File: config.mk
export PLATFORM = sky130hd
export DESIGN_NAME = riscv_fetch_flat
export DESIGN_NICKNAME = d
export VERILOG_FILES = /design/src/rtl/riscv_fetch_pkg.sv /design/src/rtl/riscv_fetch_if.sv /design/src/rtl/riscv_fetch.sv /design/src/flat_wrapper.sv
export SDC_FILE = /design/constraint.sdc
export NUM_CORES = 1
export LEC_CHECK = 0
export CAP_MARGIN = 0
export CELL_PAD_IN_SITES_DETAIL_PLACEMENT = 0
export CELL_PAD_IN_SITES_GLOBAL_PLACEMENT = 2
export CORE_ASPECT_RATIO = 1.2
export CORE_MARGIN = 4
export CORE_UTILIZATION = 26
export CTS_CLUSTER_SIZE = 28
export DETAILED_ROUTE_END_ITERATION = 10
export HOLD_SLACK_MARGIN = 0.08
export PLACE_DENSITY = 0.79
export SYNTH_ARGS = -nofsm -noshare
export SYNTH_HDL_FRONTEND = slang
export SYNTH_SLANG_ARGS = --single-unit
File: constraint.sdc
create_clock -name clk -period 3.85 [get_ports clk]
set_input_delay 0.77 -clock clk [delete_from_list [all_inputs] [get_ports clk]]
set_output_delay 0.77 -clock clk [all_outputs]
set_load 0.01 [all_outputs]
File: src/rtl/riscv_fetch_pkg.sv
// Shared types and constants for the multicycle RISC-V instruction-fetch stage.
// Holds the fetch FSM state encoding, the reset nop, and small PC helpers.
package riscv_fetch_pkg;

  localparam int unsigned XLEN = 32;

  localparam logic [XLEN-1:0] NOP_INSTR = 32'h0000_0013;

  typedef enum logic [2:0] {
    BOOT = 3'd0,
    REQ  = 3'd1,
    WAIT = 3'd2,
    HOLD = 3'd3,
    ERR  = 3'd4
  } fetch_state_e;

  function automatic logic is_word_aligned(input logic [XLEN-1:0] addr);
    return addr[1:0] == 2'b00;
  endfunction

  // Sequential PC step; wraps modulo 2^32 by construction.
  function automatic logic [XLEN-1:0] pc_plus4(input logic [XLEN-1:0] addr);
    return addr + 32'd4;
  endfunction

endpackage

File: src/rtl/riscv_fetch_if.sv
// Instruction-memory request/response and datapath instruction handshake.
// The fetch stage is the master; memory plus datapath together form the slave side.
interface riscv_fetch_if;
  import riscv_fetch_pkg::*;

  logic            imem_req;
  logic [XLEN-1:0] imem_addr;
  logic            imem_rvalid;
  logic [XLEN-1:0] imem_rdata;

  logic            instr_valid;
  logic            instr_ready;
  logic [XLEN-1:0] instr;
  logic [XLEN-1:0] instr_pc;

  modport master (
    output imem_req, imem_addr, instr_valid, instr, instr_pc,
    input  imem_rvalid, imem_rdata, instr_ready
  );

  modport slave (
    input  imem_req, imem_addr, instr_valid, instr, instr_pc,
    output imem_rvalid, imem_rdata, instr_ready
  );

endinterface

File: src/rtl/riscv_fetch.sv
// Multicycle fetch stage: owns the PC, issues one instruction-memory request at a time,
// presents each word to the datapath and discards responses made stale by redirects.
module riscv_fetch
  import riscv_fetch_pkg::*;
#(
  parameter logic [XLEN-1:0] RESET_PC = 32'h0000_0000
) (
  input  logic             clk,
  input  logic             rst,
  input  logic             redirect,
  input  logic [XLEN-1:0]  redirect_pc,
  output logic [XLEN-1:0]  pc,
  output logic             fetch_err,
  riscv_fetch_if.master    bus
);

  fetch_state_e    state_q, state_d;
  logic [XLEN-1:0] pc_q, pc_d;
  logic            kill_q, kill_d;
  logic [XLEN-1:0] instr_q;
  logic [XLEN-1:0] instr_pc_q;
  logic            capture;
  logic            redirect_ok;
  logic            redirect_bad;

  assign redirect_ok  = redirect &&  is_word_aligned(redirect_pc);
  assign redirect_bad = redirect && !is_word_aligned(redirect_pc);

  always_ff @(posedge clk or posedge rst) begin
    if (rst) begin
      state_q    <= BOOT;
      pc_q       <= RESET_PC;
      kill_q     <= 1'b0;
      instr_q    <= NOP_INSTR;
      instr_pc_q <= RESET_PC;
    end else begin
      state_q <= state_d;
      pc_q    <= pc_d;
      kill_q  <= kill_d;
      if (capture) begin
        instr_q    <= bus.imem_rdata;
        instr_pc_q <= pc_q;
      end
    end
  end

  // A misaligned redirect traps without touching the PC; an aligned one beats both
  // instr_ready and the sequential step. kill marks the outstanding request as stale.
  always_comb begin
    state_d = state_q;
    pc_d    = pc_q;
    kill_d  = kill_q;
    capture = 1'b0;
    case (state_q)
      BOOT: state_d = REQ;
      REQ: begin
        if (redirect_bad) begin
          state_d = ERR;
          kill_d  = 1'b0;
        end else if (redirect_ok) begin
          pc_d    = redirect_pc;
          kill_d  = 1'b1;
          state_d = WAIT;
        end else begin
          state_d = WAIT;
        end
      end
      WAIT: begin
        if (redirect_bad) begin
          state_d = ERR;
          kill_d  = 1'b0;
        end else if (redirect_ok) begin
          pc_d = redirect_pc;
          if (bus.imem_rvalid) begin
            kill_d  = 1'b0;
            state_d = REQ;
          end else begin
            kill_d = 1'b1;
          end
        end else if (bus.imem_rvalid) begin
          if (kill_q) begin
            kill_d  = 1'b0;
            state_d = REQ;
          end else begin
            capture = 1'b1;
            state_d = HOLD;
          end
        end
      end
      HOLD: begin
        if (redirect_bad) begin
          state_d = ERR;
        end else if (redirect_ok) begin
          pc_d    = redirect_pc;
          state_d = REQ;
        end else if (bus.instr_ready) begin
          pc_d    = pc_plus4(pc_q);
          state_d = REQ;
        end
      end
      ERR:     state_d = ERR;
      default: state_d = BOOT;
    endcase
  end

  assign bus.imem_req    = (state_q == REQ);
  assign bus.imem_addr   = pc_q;
  assign bus.instr_valid = (state_q == HOLD);
  assign bus.instr       = instr_q;
  assign bus.instr_pc    = instr_pc_q;
  assign pc              = pc_q;
  assign fetch_err       = (state_q == ERR);

endmodule

File: src/flat_wrapper.sv
// flat-port wrapper written by rule: the top's interface ports become plain ports
module riscv_fetch_flat import riscv_fetch_pkg::*;
#(
  parameter logic [XLEN-1:0] RESET_PC = 32'h0000_0000
)
  (clk, rst, redirect, redirect_pc, pc, fetch_err, bus_imem_req, bus_imem_addr, bus_instr_valid, bus_instr, bus_instr_pc, bus_imem_rvalid, bus_imem_rdata, bus_instr_ready);
  riscv_fetch_if bus_i ();
  input  logic clk;
  input  logic rst;
  input  logic redirect;
  input  logic [XLEN-1:0] redirect_pc;
  output logic [XLEN-1:0] pc;
  output logic fetch_err;
  output wire logic [$bits(bus_i.imem_req)-1:0] bus_imem_req;
  output wire logic [$bits(bus_i.imem_addr)-1:0] bus_imem_addr;
  output wire logic [$bits(bus_i.instr_valid)-1:0] bus_instr_valid;
  output wire logic [$bits(bus_i.instr)-1:0] bus_instr;
  output wire logic [$bits(bus_i.instr_pc)-1:0] bus_instr_pc;
  input wire logic [$bits(bus_i.imem_rvalid)-1:0] bus_imem_rvalid;
  input wire logic [$bits(bus_i.imem_rdata)-1:0] bus_imem_rdata;
  input wire logic [$bits(bus_i.instr_ready)-1:0] bus_instr_ready;
  assign bus_imem_req = bus_i.imem_req;
  assign bus_imem_addr = bus_i.imem_addr;
  assign bus_instr_valid = bus_i.instr_valid;
  assign bus_instr = bus_i.instr;
  assign bus_instr_pc = bus_i.instr_pc;
  assign bus_i.imem_rvalid = bus_imem_rvalid;
  assign bus_i.imem_rdata = bus_imem_rdata;
  assign bus_i.instr_ready = bus_instr_ready;
  riscv_fetch #(.RESET_PC(RESET_PC)) u_core (.clk(clk), .rst(rst), .redirect(redirect), .redirect_pc(redirect_pc), .pc(pc), .fetch_err(fetch_err), .bus(bus_i));
endmodule
# Yosys cells after proc, flatten, opt, wreduce, memory -nomap -nowiden
# Cells that the tools add are included.
[classes]
magnitude_cmp = 0
n_addsub = 1
mux = 28
eq_ne = 12
bitwise_logic = 0
mul = 0
shift = 0
n_reduce_logical = 11
n_div = 0
[ops]
columns = ["op", "n"]
rows = [
  ["32-bit two-way mux", 5],
  ["32-bit case mux with 2 select lines", 1],
  ["32-bit by 3-bit adder with 32-bit output, second input constant", 1],
  ["3-bit two-way mux", 8],
  ["3-bit case mux with 5 select lines", 1],
  ["1-bit two-way mux", 11],
  ["3-bit by 2-bit equality test with 1-bit output, second input constant", 2],
  ["3-bit by 1-bit != test with 1-bit output, second input constant", 2],
  ["5-bit AND reduction", 1],
  ["2-bit != test, second input constant", 2],
  ["4-bit by 1-bit != test with 1-bit output, second input constant", 1],
  ["4-bit by 2-bit != test with 1-bit output, second input constant", 1],
  ["2-bit nonzero test", 2],
  ["3-bit by 1-bit equality test with 1-bit output, second input constant", 1],
  ["3-bit equality test, second input constant", 1],
  ["3-bit logical NOT", 1],
  ["3-bit by 2-bit != test with 1-bit output, second input constant", 1],
  ["3-bit AND reduction", 1],
  ["1-bit logical AND", 2],
  ["2-bit logical NOT", 1],
  ["2-bit two-way mux", 1],
  ["2-bit by 1-bit != test with 1-bit output, second input constant", 1],
  ["1-bit case mux with 2 select lines", 1],
  ["2-bit AND reduction", 1],
  ["2 further kinds", 2],
]
[totals]
romBits = 0
latch_bits = 0
mem_bits_rw = 0
word_cells = 57
mem_count = 0
inputBits = 69
regBits = 100

# Depth between registers and ports, before layout
[depth]
word_depth = 5
ltp_mapped = 9
depth_no_buf = 6

# Worst setup path after synthesis
# Ideal clock, no wire load.
[synth_path]
path_type = "input-to-reg"
startpoint = "input port redirect"
endpoint = "register u_core.pc_q[14] (netlist: u_core.bus.imem_addr[14])"
slack_ns = 1.648
stages = 8
arrival_time_ns = 2.081
t_required_ns = 3.729
n_path_buf = 4
path_cell_list = "buf_4 or3b_1 buf_2 and2_4 buf_6 buf_6 o22a_1 o22a_1"
[synth_via]
elab_chain_cells = 4
word_cells_on_any_way = 10
cone_classes = "4 x eq/ne; 3 x mux; 3 x reduce/logical"
[synth_rtl]
columns = ["item", "line", "text"]
rows = [
  ["start, declared", "flat_wrapper.sv:10", "input logic redirect;"],
  ["1-bit logical AND", "riscv_fetch.sv:26", "assign redirect_ok = redirect && is_word_aligned(redirect_pc);"],
  ["32-bit two-way mux", "riscv_fetch.sv:93", "end else if (redirect_ok) begin"],
  ["32-bit two-way mux", "riscv_fetch.sv:91", "if (redirect_bad) begin"],
  ["32-bit case mux with 2 select lines", "riscv_fetch.sv:54", "case (state_q)"],
  ["end signal, assigned", "riscv_fetch.sv:38", "pc_q <= pc_d;"],
  ["end, declared", "riscv_fetch.sv:18", "logic [XLEN-1:0] pc_q, pc_d;"],
]
# Several ways; a longest one is shown, not always the timed one. The select of a mux whose other input is x is not followed.
# A chain may end at the register's enable or synchronous reset.

# Worst setup path after layout
[layout_path]
startpoint = "register u_core.state_q[0]"
endpoint = "output port bus_imem_req"
[layout_via]
elab_chain_cells = 1
[layout_rtl]
columns = ["item", "line", "text"]
rows = [
  ["start, declared", "riscv_fetch.sv:17", "fetch_state_e state_q, state_d;"],
  ["start signal, assigned", "riscv_fetch.sv:37", "state_q <= state_d;"],
  ["3-bit by 1-bit equality test with 1-bit output", "riscv_fetch.sv:106", "assign bus.imem_req = (state_q == REQ);"],
  ["end, declared", "flat_wrapper.sv:14", "output wire logic [$bits(bus_i.imem_req)-1:0] bus_imem_req;"],
]
# No other way between the ends.

==> metrics.txt <==
initial antenna violation count 0; CTS buffer count 9; final worst slack 1.123 ns; count leader, synth dfrtp_1; setup bufs post-CTS 0; global routing usage on met1 17.09%; First DRT Iteration DRCs 207; total negative slack 0 ns; dpl hpwl 10,970 um; CTS resizes 0; post-synthesis cell type count 47; top_reg_cell synth dfrtp_1; Critical Setup Path Class reg -> out; # hold bufs at CTS 0; crit-path max cell delay 0.56 ns; peak supply drop 0.3333 mV; met3 usage in global routing 3.382%; Crit-path slowest cell dfrtp_1; Antenna diodes 0; post-synth design cell area 4974 um^2; Pwr Density 799.3 nW/um^2; Port-buffer cells 199; Setup crit start kind flop; CTS tree yes; Residual DRC 0; Final GP Congestion 0.7817; number of global-route vias before repair 4,209; Starting Density 26.38%; most frequent cells after synthesis dfrtp_1 (97), mux2_2 (64), nand2_1 (38), a21oi_1 (35), buf_4 (33); Max-cap violations 0; Nets 686; P_leak 2.808 nW; unrepaired setup endpoints after global routing no; Worst Skew 0.005813 ns; wire length of the first global-routing pass 23,890 um; Vias 4,154; Gate Count Post-Synth 466; register bit total from synthesis 100; CP Capture Type output pin; post-route ant nets 0; grt peak-use layer met2; core area 18,860 um^2; Final Hold Viols 0; Overall Global Routing Usage 14.10%; net count after synthesis 536; worst slack, placed 0.7981 ns; layout cells sized above 1 15.78%; die span in y 159.5 um; post-synth top area share 48.81%; CTS clk-pin slew, worst paths 0.07 ns; synth top area cells dfrtp_1 (49%), mux2_2 (14%), buf_4 (5.0%); Rows 55; First-pass DRT Iterations 4; CTS max path bufs 2; WL/cell 17.23 um; number of synthesized flops with an enable pin 0; H-tree depth 3; Die X 134.3 um; GR Util met2 24.38%; GRT overflow 0; kind of path behind the tightest hold check reg -> reg; required time of the critical path 3.08 ns; Die Area 21,410 um^2; clock sink total 100; clk_lat worst skew 0.35 ns; most frequent CP cell nor2b_1; Final Critical Period 2.727 ns; status complete, no violations; hold depth 1; I/O Pins 200; worst r2r path cells 6; fmax 366.8 MHz; largest net degree at the start of global routing 101; yosys warns 0; relative slew slack 59.14%; post-synthesis sequential area ratio 50.39%; routed vias/inst 4.737; Period Utilization, post-route 70.82%; Layout area overhead 45.81%; # setup viols final 0; Slew Viols, Final 0; Data arrival, critical path 1.96 ns; critical-path cell list nor2b_1 -> nor2b_1 -> clkdlybuf4s50_1; actual slew at the worst max-slew pin 0.6129 ns; Avg Inst Size Synth 10.67 um^2; final WL 15,110 um; CTS root buffer clkbuf_16; leading area contributor after synthesis dfrtp_1; Critical Path Fanout Max 13; FFs w/ async S/R, synth 100.0%
stage by stage:
stage / instance area (um^2) / hold slack, ns / std cells / util, % / total power [W]
after detailed placement: 6968 / 0.4952 / 861 / 36.95 / 0.004978
after global placement: 6968 / 0.4911 / 861 / 36.95 / 0.004917
after global routing: 7252 / 0.5183 / 877 / 38.46 / 0.006184
after floorplan: 4974 / 0.4764 / 466 / - / 0.003481
final: 7252 / 0.5070 / 877 / 38.46 / 0.005797
after CTS: 7252 / 0.5123 / 877 / 38.46 / 0.005886
routing by layer:
layer  vias to the layer above  wire length, um
met4                         0              329
met2                       139             7787
met5                         -                0
li1                       1966                -
met1                      2027             6085
met3                        22              908
registers in the layout, indices dropped and copies added, names as in the netlist:
name	count
u_core.bus.imem_addr	32
u_core.bus.instr	32
u_core.bus.instr_pc	32
u_core.kill_q	1
u_core.state_q	3
path summary, 6_finish.rpt:
kind                                         startpoint                       end  slack [ns]
worst max-delay path                  u_core.state_q[0]              bus_imem_req        1.12
worst min-delay path               u_core.bus.instr[24]      u_core.bus.instr[24]        0.51
worst max register to register  u_core.bus.imem_addr[2]  u_core.bus.imem_addr[30]        1.36
worst min register to register     u_core.bus.instr[24]      u_core.bus.instr[24]        0.51
max in group asynchronous                           rst  u_core.bus.imem_addr[18]        2.53
min in group asynchronous                           rst   u_core.bus.instr_pc[22]        0.89
cell families after synthesis:
family,after synthesis,synth area share [%]
fa+ha+maj,1,0.2515
mux,64,14.49
buf+inv,70,8.453
simple gates,127,13.16
flops,100,50.39
compound gates,104,13.26
cells in the final DEF (no fill, tap or decap), types with 5 or more instances in the layout:
cell / netlist / layout
nor2b_1: 5 / 5
a31oi_1: 8 / 7
a21oi_1: 35 / 35
o21ai_0: 18 / 18
mux2_2: 64 / 64
o22ai_1: 13 / 13
nand3_1: 17 / 17
nand2_1: 38 / 38
nor3_1: 7 / 7
clkdlybuf4s50_1: 0 / 199
nand4_1: 9 / 9
a2bb2oi_1: 6 / 6
dfrtp_1: 97 / 97
nor2_1: 21 / 21
and3_1: 6 / 6
clkbuf_16: 0 / 9
where the power goes:
group          internal, W  switching, W  total [W]
sequential         0.00155      0.000541    0.00210
clock             0.000447      0.000435   0.000882
combinational      0.00166       0.00116    0.00282
final cells by class:
| type | instances | area [um^2] |
|---|---|---|
| Fill cell | 1868 | 11600 |
| Multi-Input combinational cell | 296 | 2066 |
| Timing Repair Buffer | 204 | 2054 |
| Sequential cell | 100 | 2506 |
| Clock inverter | 7 | 58.81 |
| Clock buffer | 9 | 225.2 |
| Inverter | 5 | 21.27 |
| Tap cell | 256 | 320.3 |
critical path, delay by kind of cell (launching register included):
family | cells | cell delay [ns]
buffers and inverters | 1 | 0.56
DFF | 1 | 0.56
and+or+nand+nor | 2 | 0.49
Note: power is estimated with default switching activity, not from simulation.
